--- config.mk ---
export PLATFORM = sky130hd
export DESIGN_NAME = dlsc_demosaic_vng6_div
export DESIGN_NICKNAME = d
export VERILOG_FILES = /design/src/rtl/dlsc_demosaic_vng6_div.sv
export SDC_FILE = /design/constraint.sdc
export NUM_CORES = 1
export LEC_CHECK = 0
export BUFFER_PORTS_ARGS = -buffer_cell sky130_fd_sc_hd__buf_2
export CAP_MARGIN = 20
export CORE_MARGIN = 5
export CORE_UTILIZATION = 23
export CTS_BUF_LIST = sky130_fd_sc_hd__clkbuf_2 sky130_fd_sc_hd__clkbuf_4 sky130_fd_sc_hd__clkbuf_8
export DETAILED_ROUTE_END_ITERATION = 7
export MAX_ROUTING_LAYER = met4
export SLEW_MARGIN = 20
export SYNTH_ARGS = -nofsm -noshare
export SYNTH_HDL_FRONTEND = slang
export SYNTH_SLANG_ARGS = --single-unit
--- constraint.sdc ---
create_clock -name clk -period 8.3 [get_ports clk]
set_input_delay 1.245 -clock clk [delete_from_list [all_inputs] [get_ports clk]]
set_output_delay 1.245 -clock clk [all_outputs]
set_load 0.1 [all_outputs]
--- src/rtl/dlsc_demosaic_vng6_div.sv ---
// VNG demosaic final stage: divides the colour-difference sums by the neighbour count
// with two serial restoring dividers, then adds the result to the centre pixel with saturation.
module dlsc_demosaic_vng6_div #(
  parameter int DATA = 8
) (
  input  logic            clk,
  input  logic            rst_n,
  input  logic            clk_en,
  input  logic            in_valid,
  output logic            in_ready,
  input  logic [DATA+3:0] in_sum_red,
  input  logic [DATA+3:0] in_sum_green,
  input  logic [DATA+3:0] in_sum_blue,
  input  logic [3:0]      in_sum_cnt,
  input  logic [DATA-1:0] in_center,
  input  logic [1:0]      in_color,
  output logic            out_valid,
  input  logic            out_ready,
  output logic [DATA-1:0] out_red,
  output logic [DATA-1:0] out_green,
  output logic [DATA-1:0] out_blue
);

  localparam int SW = DATA + 4;
  localparam int DW = DATA + 5;
  localparam int IW = $clog2(DATA + 4);

  typedef enum logic [1:0] {S_IDLE, S_DIV, S_FIX, S_DONE} state_t;

  state_t          r_state, w_state_nxt;
  logic [IW-1:0]   r_iter;
  logic [SW-1:0]   r_qa, r_qb;
  logic [3:0]      r_rema, r_remb;
  logic            r_nega, r_negb;
  logic [3:0]      r_cnt;
  logic [DATA-1:0] r_center;
  logic [1:0]      r_color;

  logic [1:0]      w_color;
  logic [SW-1:0]   w_sum_c, w_sum_a, w_sum_b;
  logic [DW-1:0]   w_da, w_db;
  logic [SW-1:0]   w_abs_a, w_abs_b;
  logic [SW+3:0]   w_step_a, w_step_b;
  logic [DATA-1:0] w_fix_a, w_fix_b;

  // One restoring step: returns {remainder, shifted dividend/quotient}
  function automatic logic [SW+3:0] div_step(input logic [3:0] rem, input logic [SW-1:0] q,
                                             input logic [3:0] dvs);
    logic [4:0] trial;
    logic [4:0] diff;
    trial = {rem, q[SW-1]};
    diff  = trial - {1'b0, dvs};
    if (trial >= {1'b0, dvs}) div_step = {diff[3:0], q[SW-2:0], 1'b1};
    else                      div_step = {trial[3:0], q[SW-2:0], 1'b0};
  endfunction

  function automatic logic [DATA-1:0] fix_chan(input logic neg, input logic [SW-1:0] q,
                                               input logic [DATA-1:0] ctr);
    logic signed [DATA+5:0] s;
    logic signed [DATA+5:0] sq;
    sq = $signed({2'b00, q});
    s  = $signed({6'b000000, ctr}) + (neg ? -sq : sq);
    if (s[DATA+5])           fix_chan = '0;
    else if (|s[DATA+4:DATA]) fix_chan = '1;
    else                     fix_chan = s[DATA-1:0];
  endfunction

  // Channel A/B are the two non-centre channels in R,G,B order
  always_comb begin
    w_color = (in_color == 2'd3) ? 2'd1 : in_color;
    w_sum_c = in_sum_green;
    w_sum_a = in_sum_red;
    w_sum_b = in_sum_blue;
    case (w_color)
      2'd0: begin w_sum_c = in_sum_red;  w_sum_a = in_sum_green; w_sum_b = in_sum_blue;  end
      2'd2: begin w_sum_c = in_sum_blue; w_sum_a = in_sum_red;   w_sum_b = in_sum_green; end
      default: ;
    endcase
    w_da    = {1'b0, w_sum_a} - {1'b0, w_sum_c};
    w_db    = {1'b0, w_sum_b} - {1'b0, w_sum_c};
    w_abs_a = w_da[DW-1] ? SW'(-w_da) : w_da[SW-1:0];
    w_abs_b = w_db[DW-1] ? SW'(-w_db) : w_db[SW-1:0];
    w_step_a = div_step(r_rema, r_qa, r_cnt);
    w_step_b = div_step(r_remb, r_qb, r_cnt);
    w_fix_a  = fix_chan(r_nega, r_qa, r_center);
    w_fix_b  = fix_chan(r_negb, r_qb, r_center);
  end

  always_comb begin
    w_state_nxt = r_state;
    case (r_state)
      S_IDLE: if (in_valid) w_state_nxt = (in_sum_cnt == 4'd0) ? S_FIX : S_DIV;
      S_DIV:  if (r_iter == '0) w_state_nxt = S_FIX;
      S_FIX:  w_state_nxt = S_DONE;
      S_DONE: if (out_ready) w_state_nxt = S_IDLE;
      default: w_state_nxt = S_IDLE;
    endcase
  end

  assign in_ready  = (r_state == S_IDLE);
  assign out_valid = (r_state == S_DONE);

  always_ff @(posedge clk or negedge rst_n) begin
    if (!rst_n) begin
      r_state   <= S_IDLE;
      r_iter    <= '0;
      r_qa      <= '0;
      r_qb      <= '0;
      r_rema    <= '0;
      r_remb    <= '0;
      r_nega    <= 1'b0;
      r_negb    <= 1'b0;
      r_cnt     <= '0;
      r_center  <= '0;
      r_color   <= '0;
      out_red   <= '0;
      out_green <= '0;
      out_blue  <= '0;
    end else if (clk_en) begin
      r_state <= w_state_nxt;
      case (r_state)
        S_IDLE: if (in_valid) begin
          r_iter   <= IW'(DATA + 3);
          r_qa     <= w_abs_a;
          r_qb     <= w_abs_b;
          r_rema   <= '0;
          r_remb   <= '0;
          r_nega   <= w_da[DW-1];
          r_negb   <= w_db[DW-1];
          r_cnt    <= in_sum_cnt;
          r_center <= in_center;
          r_color  <= w_color;
        end
        S_DIV: begin
          r_iter <= r_iter - 1'b1;
          {r_rema, r_qa} <= w_step_a;
          {r_remb, r_qb} <= w_step_b;
        end
        S_FIX: begin
          if (r_cnt == 4'd0) begin
            out_red   <= r_center;
            out_green <= r_center;
            out_blue  <= r_center;
          end else begin
            case (r_color)
              2'd0:    begin out_red <= r_center; out_green <= w_fix_a;  out_blue <= w_fix_b;  end
              2'd2:    begin out_red <= w_fix_a;  out_green <= w_fix_b;  out_blue <= r_center; end
              default: begin out_red <= w_fix_a;  out_green <= r_center; out_blue <= w_fix_b;  end
            endcase
          end
        end
        default: ;
      endcase
    end
  end

endmodule
==> metrics.txt, run 1 <==
status=finished, final reports clean; Placeable Area=31560 sq um; vias in the first global route=6308; Post-synth ARST share=1.000; routed wl met3=839 microns; Total Power=around 0.0037 W; post-route cell area=around 8400 sq um; final hold violation count=0; Syn Inst Count=~870; critical path fanouts, max=27; H-tree levels=3; Seq cells post-synth=just under 80; total iterations of the first detailed-routing run=4; total track usage=0.1160; Die Y=about 190 microns; GRT overflow=0; Resized cells post-CTS=0; Critical Path RT=approximately 8.5 ns; total number of vias=6583; Max Clock Freq=195.6 MHz; num ports=81; Worst-Margin Slew=between 0.9 and 1 ns; # port buffers=80; pin count of the biggest net entering global routing=79; 1st-iter DRT viols=about 350; sequential element share of the synthesized area=0.2660; Slew HR=0.3487; routed wl met2=between 8 and 9 mm; ANT nets after route=0; multi-input logic area=about 5100 sq um; Max Slew Vio Count=0; Clock transition at path regs=0.08 ns; syn_nets=roughly 1000; fraction of layout cells with a size suffix above 1=0.1638; Worst VDD drop=0.2243 mV; # hold bufs at CTS=0; DR WL/cell=around 15 microns; WL met1=~11 mm; Placed Instances=1326; crit start category=input pin; ANT cells=0; Synth Cell Area=7337 sq um; Crit. End Element=flop; P_leak=approximately 3.6 nW; Worst-Skew Late Latency=0.38 ns; global-route wire length before repair=33.39 mm; Setup Fix Bufs, Post-CTS=0; fin crit period=between 5 and 6 ns; Max Clock Skew=between 0.009 and 0.01 ns; die width=~190 microns; Int Power=approximately 0.0017 W; final net count=about 1100; GP Congestion=between 0.8 and 0.9; uppermost layer routed=met4; critical path type=in2reg; WP data arrival=approximately 5.4 ns; Switching Share=0.5476; Fillers=between 3000 and 4000; Max Cap Viol=0; die area=about 36000 sq um; combinational share of power=0.686; root buf cell=clkbuf_8; initial antenna violation count=0; top_reg_cell synth=dfrtp_1; Longest Clk Path Bufs=2; syn avg cell area=8.414 sq um; final wirelength=approximately 20 mm; Reg area=1952 sq um; Hold Crit Class=reg2reg; Pwr Density=around 440 nW/um^2; Post-Layout Cell Count=1342; Final TNS setup=0 ns; area delta synth->final=14.46%; via/cell ratio=4.905; RSZ-0062 raised after global routing=false; clock group share of total power=0.092; Post-synth EDFFs=0; initial core utilization=0.2325; synth warn=0; CTS sink count=78; final setup vio count=0; Remaining DRCs=0; Area after DPL=8157 sq um; Post-DP HPWL=roughly 16 mm; TritonCTS Buffers=9; crit share post-route=0.6161; standard-cell rows=65; CTS tree=yes; switching power=roughly 0.002 W; Cell variety after synth=68; register share of total power=0.222
==> path summary, 6_finish.rpt <==
check / slack, ns / depth (start not counted) / from / endpoint
worst max register to register: 4.31 / 15 / r_qa[0] / out_green[2]
worst max-delay path: 3.19 / 15 / in_color[0] / r_qa[11]
worst min register to register: 0.49 / 1 / r_rema[3] / r_rema[3]
worst min-delay path: 0.49 / 1 / r_rema[3] / r_rema[3]
min in group asynchronous: 0.92 / 1 / rst_n / r_center[5]
max in group asynchronous: 6.88 / 1 / rst_n / r_qb[9]
==> synthesized netlist by cell type (all sizes together), types with 3 or more instances <==
cell type / count / area, sq um
o21ai: 87 / 439.2
dfrtp: 78 / 1952
nor2: 78 / 297.8
a21oi: 74 / 374.1
nand2: 69 / 259.0
ha: 60 / 750.7
xnor2: 40 / 350.3
mux2: 37 / 416.7
inv: 36 / 135.1
mux2i: 32 / 320.3
clkbuf: 27 / 101.4
a21o: 21 / 157.7
xor2: 19 / 166.4
nand2b: 14 / 87.58
nand3: 13 / 65.06
o21a: 13 / 97.59
or3: 12 / 75.07
a211oi: 10 / 75.07
and2: 10 / 62.56
nor3: 10 / 50.05
o31ai: 10 / 75.07
a2bb2oi: 8 / 70.07
nor2b: 7 / 43.79
nor4: 7 / 43.79
or4: 7 / 56.30
buf: 6 / 22.52
fa: 6 / 120.1
o211ai: 6 / 45.04
o311ai: 6 / 52.55
nand4: 5 / 31.28
nor3b: 5 / 37.54
a22oi: 4 / 30.03
a31oi: 4 / 25.02
o22ai: 4 / 25.02
or2: 4 / 27.53
and3: 3 / 18.77
o2111ai: 3 / 26.28
o21bai: 3 / 22.52
or3b: 3 / 26.28
==> through the flow <==
step / util / hold WS (ns) / setup WS (ns)
after global routing: 0.2661 / 0.5072 / 2.936
after floorplan: - / 0.4505 / 3.354
final: 0.2661 / 0.4868 / 3.187
after global placement: 0.2585 / 0.4578 / 3.001
after detailed placement: 0.2585 / 0.4721 / 2.885
after CTS: 0.2660 / 0.4920 / 3.277
==> placed cells by master, fill, tap and decap left out, types with 7 or more instances in the layout <==
master     synthesis  layout
o21ai_0           80      79
buf_2              0      79
dfrtp_1           78      78
nor2_1            76      76
a21oi_1           73      73
nand2_1           69      69
ha_1              60      60
xnor2_1           40      40
mux2_2            37      37
inv_1             36      36
mux2i_1           32      32
a21o_1            21      21
xor2_1            19      19
nand2b_1          14      14
o21a_1            13      13
nand3_1           13      13
or3_1             12      12
clkbuf_8           0      12
o31ai_1           10      10
and2_1            10      10
a211oi_1          10      10
nor3_1            10      10
a2bb2oi_1          8       8
nor4_1             7       7
o21ai_1            6       7
nor2b_1            7       7
==> critical path: stages <==
cell	delay [ns]
buf_2	0.25
nor2_1	0.80
mux2i_1	0.30
ha_1	0.18
inv_1	0.05
fa_1	0.40
a211oi_1	0.40
o21ai_0	0.17
a31oi_1	0.26
xnor2_1	0.21
and4b_1	0.26
a311o_1	0.35
o21ai_0	0.11
mux2i_1	0.22
o211ai_1	0.11
==> routing by layer <==
metal | track usage | vias to the layer above
li1 | - | 3318
met1 | 0.1741 | 3100
met2 | 0.1618 | 140
met3 | 0.01741 | 25
met4 | 0.02915 | 0
met5 | - | -
==> cells by family (layout without fill, tap and decap cells) <==
family,after synthesis,count (layout),share of synthesized area
multiplexers,69,69,0.1004
AND/OR/NAND/NOR,253,253,0.1685
AO/OA/AOI/OAI,278,278,0.2406
flip-flops,78,78,0.2660
XOR/XNOR,59,59,0.07043
buffers and inverters,69,137,0.03530
adder cells (fa/ha/maj),66,66,0.1187
==> registers in the layout, summed over array words and instances (netlist names) <==
signal / flops
out_red: 8
out_blue: 8
r_remb: 4
out_green: 8
r_qa: 12
r_rema: 4
r_color: 2
r_negb: 1
r_state: 2
r_center: 8
r_cnt: 4
r_nega: 1
r_iter: 4
r_qb: 12
==> cell type report <==
cell class,count,share of cell area
well taps,402,0.05989
clock buffers,13,0.02056
inverters,36,0.01609
clock inverters,3,0.007747
repair buffers,85,0.05289
multi-input cells,725,0.6104
flip-flops and latches,78,0.2324
==> power by group through the flow <==
stage          registers, W  clock network (W)  logic, W
2_1_floorplan       0.00113                  0   0.00170
3_3_place_gp       0.000819                  0   0.00250
3_5_place_dp       0.000823                  0   0.00254
4_1_cts            0.000817           0.000353   0.00256
5_1_grt            0.000849           0.000364   0.00282
6_report           0.000824           0.000342   0.00255
Power figures use the tool's default switching activity.
==> run 2, diff against run 1 <==
--- a/config.mk
+++ b/config.mk
@@ -5,6 +5,7 @@
 export SDC_FILE = /design/constraint.sdc
 export NUM_CORES = 1
 export LEC_CHECK = 0
+export ABC_AREA = 1
 export BUFFER_PORTS_ARGS = -buffer_cell sky130_fd_sc_hd__buf_2
 export CAP_MARGIN = 20
 export CORE_MARGIN = 5
==> constraint.sdc (replaced) <==
create_clock -name clk -period 4.68 [get_ports clk]
set_input_delay 0.702 -clock clk [delete_from_list [all_inputs] [get_ports clk]]
set_output_delay 0.702 -clock clk [all_outputs]
set_load 0.1 [all_outputs]
==> run 2 against run 1 <==
- count of clock-buffer cells in the layout fell by 4
- synthesized cell count grew 38%
- power grew 91%
- sequential share of layout area shrank 1.6 points
- die area grew 7.4%
- global-route usage barely moved
- critical path depth increased by 3
- largest power group unchanged
==> metrics.txt, run 2 <==
Max Clock Skew=around 0.017 ns; Max Cap Viol=0; standard-cell rows=68; global-route wire length before repair=36.33 mm; Pwr Density=a little under 800 nW/um^2; initial core utilization=0.2307; Worst-Margin Slew=just under 0.8 ns; Reg area=around 2000 sq um; most frequent cells in the layout=nand2_1 (362), inv_1 (144), o21ai_0 (91); final net count=about 1400; status=finished, final reports clean; Largest regs=r_qa (12), r_qb (12); Seq cells post-synth=78; syn_nets=about 1300; ANT nets after route=0; fraction of layout cells with a size suffix above 1=0.1260; WP data arrival=between 4 and 5 ns; final hold violation count=0; Total Power=just over 0.007 W; Post-synth ARST share=1.000; GP Congestion=between 0.9 and 1; commonest non-fill, non-tap cell in the layout=nand2_1; TritonCTS Buffers=9; CP bufs+invs=3; delay-heaviest family, CP=compound AO/OA/AOI/OAI gates; pre-CTS setup slack=about 0.53 ns; Setup Fix Bufs, Post-CTS=0; # port buffers=80; Final TNS setup=0 ns; synth cell count leaders=nand2_1 (362), inv_1 (144), o21ai_0 (91), nand3_1 (85), dfrtp_1 (78); top_reg_cell synth=dfrtp_1; area delta synth->final=13.87%; sequential element share of the synthesized area=0.2468; # hold bufs at CTS=0; Post-DP HPWL=17.57 mm; Resized cells post-CTS=0; die area=38200 sq um; max incr delay on CP=just under 0.6 ns; 1st-iter DRT viols=~470; pin count of the biggest net entering global routing=79; Synth Cell Area=roughly 8000 sq um; Longest Clk Path Bufs=2; via/cell ratio=~4.5; Fillers=around 3800; most used cell, CP=nand2_1; Clock transition at path regs=0.10 ns; critical path's slowest cell=fa_1; vias in the first global route=7177; Placeable Area=approximately 34000 sq um; Cell variety after synth=44; final setup vio count=0; synth warn=0; root buf cell=clkbuf_8; worst-path cell chain=buf_2, nor2_1, buf_4, inv_1, o221ai_1, fa_1, a21oi_2, o21ai_1, nand2_1, nand2_1, nand2_1, nand2_1, a21oi_4, nand2_1, nand2_1, nand2_1, o21ai_0, nand2_1; Die Y=roughly 200 microns; Max Clock Freq=264.4 MHz; crit start category=input pin; post-route setup slack=between 0.8 and 0.9 ns; total track usage=0.1160; top-count cell post-synth=nand2_1; top cells by area, synth=dfrtp_1 (25%), nand2_1 (17%), ha_1 (9.5%); die width=approximately 200 microns; CTS tree=yes; RSZ-0062 raised after global routing=false; total iterations of the first detailed-routing run=6; H-tree levels=3; Critical Path RT=a little under 5 ns; Worst VDD drop=~0.43 mV; fin crit period=between 3 and 4 ns; Syn Inst Count=~1200; Slew HR=0.4762; critical path fanouts, max=23; crit share post-route=0.8080; P_leak=~4.7 nW; total number of vias=slightly below 8000; final wirelength=about 22 mm; Worst-Skew Late Latency=between 0.3 and 0.4 ns; GRT overflow=0; Max Slew Vio Count=0; Post-synth EDFFs=0; ANT cells=0; multi-input logic area=~5200 sq um; critical path type=in2reg; DR WL/cell=approximately 13 microns; initial antenna violation count=0; Crit. End Element=flop; syn avg cell area=approximately 6.6 sq um; Hold Crit Class=in2async; Remaining DRCs=0; CTS sink count=78; Yosys top cell area share=0.2468; num ports=between 80 and 90; dominant cell type by area after synthesis=dfrtp_1
==> run 2: cell count changes after synthesis, moves of 17 or more <==
| cell | change |
|---|---|
| inv_1 | +108 |
| xor2_1 | +17 |
| nand3_1 | +72 |
| nand2_1 | +293 |
| mux2_2 | -37 |
| xnor2_1 | -31 |
| mux2i_1 | -32 |
| a21o_1 | -18 |
| o21ai_1 | +21 |
==> run 2: cell type report <==
class                      count  share of cell area
clock inverter                 7            0.008890
inverter                     160             0.06668
multi-input combinational    937              0.5798
clock buffer                   9             0.01375
sequential                    78              0.2167
timing repair buffer          87             0.05098
tap                          455             0.06320
==> run 2: per-stage QoR <==
stage	cells	utilization	hold WS, ns	cell area [sq um]
after detailed placement	1717	0.2566	0.4613	8800
after CTS	1733	0.2626	0.4867	9004
after global routing	1733	0.2627	0.4179	9007
final	1733	0.2627	0.3744	9007
after global placement	1717	0.2566	0.4599	8800
after floorplan	1204	-	0.4064	7910
==> run 2: cell families after synthesis <==
group,count (synthesis),synth area share
flops,78,0.2468
buf+inv,189,0.09427
compound gates,235,0.1719
fa+ha+maj,66,0.1101
simple gates,591,0.3271
xor+xnor,45,0.04983
==> run 2: path summary, 6_finish.rpt <==
kind,from,end,slack [ns],cells after the start
setup reg to reg,r_qb[0],out_green[7],1.36,21
hold reg to reg,out_green[3],out_green[3],0.48,2
setup / recovery,in_color[0],r_qa[4],0.90,18
min in group clk,out_green[3],out_green[3],0.48,2
hold / removal,rst_n,out_green[5],0.37,1
max in group asynchronous,rst_n,r_qb[4],3.81,1
==> run 2: routing by layer <==
metal / track usage / wire [microns] / vias up
met5: - / 0 / -
met4: 0.02405 / 229 / 0
met3: 0.01449 / 1074 / 15
met2: 0.1686 / 9141 / 198
met1: 0.1724 / 11620 / 3467
li1: - / - / 4089
==> run 2: report_power, final <==
| group | total [W] | switching, W | internal [W] |
|---|---|---|---|
| sequential | 0.00137 | 0.000379 | 0.000991 |
| combinational | 0.00518 | 0.00355 | 0.00163 |
| clock | 0.000547 | 0.000293 | 0.000254 |
| total | 0.00710 | 0.00422 | 0.00287 |
==> run 3, diff against run 2 <==
--- a/config.mk
+++ b/config.mk
@@ -5,7 +5,7 @@
 export SDC_FILE = /design/constraint.sdc
 export NUM_CORES = 1
 export LEC_CHECK = 0
-export ABC_AREA = 1
+export ABC_AREA = 0
 export BUFFER_PORTS_ARGS = -buffer_cell sky130_fd_sc_hd__buf_2
 export CAP_MARGIN = 20
 export CORE_MARGIN = 5
==> constraint.sdc (replaced) <==
create_clock -name clk -period 3.18 [get_ports clk]
set_input_delay 0.477 -clock clk [delete_from_list [all_inputs] [get_ports clk]]
set_output_delay 0.477 -clock clk [all_outputs]
set_load 0.1 [all_outputs]
==> run 3 against run 2 <==
- sequential share of layout area down 3.8 points
- setup slack got worse by 1.1 ns
- largest power group unchanged
- critical path depth shrank 1
- register-to-register slack worse by 1.5 ns
- critical endpoint is now out_green[2]
- global-route usage up 1.0 points
- largest cell class unchanged
- hold slack lost 0.25 ns
- the flow now finishes with violations (setup timing)
- first-iteration DRC count decreased by 3.4%
- cell count shrank 11%
- clock skew is 0.0033 ns lower
- die area decreased by 6.9%
==> metrics.txt, run 3 (synthesis gave the netlist of run 1 again) <==
status=complete, but fails checks; failing checks=setup timing; Max Clock Freq=approximately 300 MHz; Max Cap Viol=0; Largest regs=r_qa (12), r_qb (12); most frequent cells in the layout=buf_4 (197), dfrtp_1 (78), buf_2 (77); via/cell ratio=around 4.8; Max Slew Vio Count=0; ANT nets after route=0; startpoint of the worst register-to-register path=r_qa[1]; initial antenna violation count=1; final setup vio count=27; total track usage=0.1260; Total Power=0.01265 W; final wirelength=roughly 23 mm; Remaining DRCs=0; ANT cells=0; critical path type=reg2reg; 1st-iter DRT viols=~450; Worst-Skew Late Latency=around 0.38 ns; Post-DP HPWL=approximately 17 mm; GP Congestion=approximately 0.9; standard-cell rows=65; initial core utilization=0.2325; Pwr Density=1155 nW/um^2; worst-path cell chain=inv_2, ha_4, or3b_4, buf_6, nand2_1, xnor2_1, ha_2, o21ai_1, a21oi_2, a31oi_2, or3_1, o21ai_2, nand3_4, buf_12, nor2_4, o221ai_2, o221a_2; WP data arrival=about 3.6 ns; die area=35570 sq um; P_leak=between 4 and 5 nW; total iterations of the first detailed-routing run=5; RSZ-0062 raised after global routing=true; # port buffers=80; Longest Clk Path Bufs=2; commonest non-fill, non-tap cell in the layout=buf_4; Critical Path RT=3.44 ns; Crit. End Element=flop; final hold violation count=0; critical path fanouts, max=5; H-tree levels=3; final core occ=0.3469; fin crit period=3.365 ns; Worst-Margin Slew=around 0.77 ns; critical path's slowest cell=dfrtp_1; Max Clock Skew=~0.014 ns; max incr delay on CP=0.41 ns; pin count of the biggest net entering global routing=79; Hold Crit Class=in2async; post-route setup slack=-0.1855 ns; reg-to-reg slack, setup=-0.19 ns; crit start category=flop; Placeable Area=about 32000 sq um; die width=between 150 and 200 microns; Die Y=around 190 microns; num ports=about 80; Area after DPL=approximately 9600 sq um; vias in the first global route=about 7000; reg-to-reg endpoint=out_green[2]; TritonCTS Buffers=9; delay-heaviest family, CP=simple AND/OR/NAND/NOR gates; total number of vias=around 7400; crit share post-route=1.058; pre-CTS setup slack=-0.5591 ns; post-route cell area=10950 sq um; root buf cell=clkbuf_8; global-route wire length before repair=around 37 mm; Slew HR=0.4896; CTS sink count=a little under 80; final net count=1263; DR WL/cell=between 10 and 15 microns; Worst VDD drop=0.6136 mV; CTS tree=yes; Clock transition at path regs=about 0.08 ns; fraction of layout cells with a size suffix above 1=0.4415; CP bufs+invs=3; GRT overflow=0; worst-case reg-to-reg path depth=17; area delta synth->final=49.22%
-- run 3: cell count changes in the layout (fill, tap and decap cells not counted), moves of 19 or more --
cell     delta
xnor2_1    +21
o21ai_0    -57
inv_1     -114
mux2i_1    +31
buf_4     +190
xor2_1     -19
mux2_2     +36
nand2_1   -297
nand3_1    -75
a21oi_1    -20
-- run 3: cell type report --
cell class / count / area (sq um)
Timing Repair Buffer: 292 / 2092
Fill cell: 3261 / 20610
Sequential cell: 78 / 1952
Clock inverter: 5 / 50.05
Inverter: 36 / 135.1
Multi-Input combinational cell: 725 / 6078
Tap cell: 402 / 503.0
Clock buffer: 10 / 137.6
-- run 3: worst max-delay path by stage --
stage                     slack (ns)   startpoint           end  depth (start not counted)
after floorplan                -0.48  in_color[0]      r_qb[11]                         16
after global placement         -0.48  in_color[1]      r_qa[11]                         16
after detailed placement       -0.56  in_color[1]      r_qa[11]                         16
after CTS                      -0.14      r_qa[1]    out_red[7]                         14
after global routing           -0.33      r_qa[1]  out_green[7]                         14
final                          -0.19      r_qa[1]  out_green[2]                         17
-- run 3: metal layers --
layer	share of wire	routed length, microns	global-route usage
met5	0	0	-
met4	0.017	399	0.03531
met3	0.035	806	0.01297
met2	0.44	10160	0.1865
met1	0.51	11700	0.1827
-- run 3: timing repair --
item / CTS / global route
pin swaps: 45 / 69
buffers inserted: 12 / 23
gates resized for setup: 80 / 127
hold buffers: 0 / 0
endpoints found under the setup margin: 32 / 46
cloned: 0 / 0
-- run 3: report_power, final --
| group | switching, W | internal [W] |
|---|---|---|
| Combinational | 0.00553 | 0.00428 |
| Clock | 0.000376 | 0.000374 |
| Sequential | 0.000619 | 0.00147 |
| Total | 0.00653 | 0.00612 |
-- run 3: per-stage QoR --
stage | setup TNS, ns | hold WS, ns | cells
2_1_floorplan | -3.748 | 0.1814 | 872
3_3_place_gp | -9.693 | 0.4588 | 1499
3_5_place_dp | -12.15 | 0.4663 | 1499
4_1_cts | -1.186 | 0.3195 | 1526
5_1_grt | -7.011 | 0.2144 | 1548
6_report | -2.222 | 0.1258 | 1548
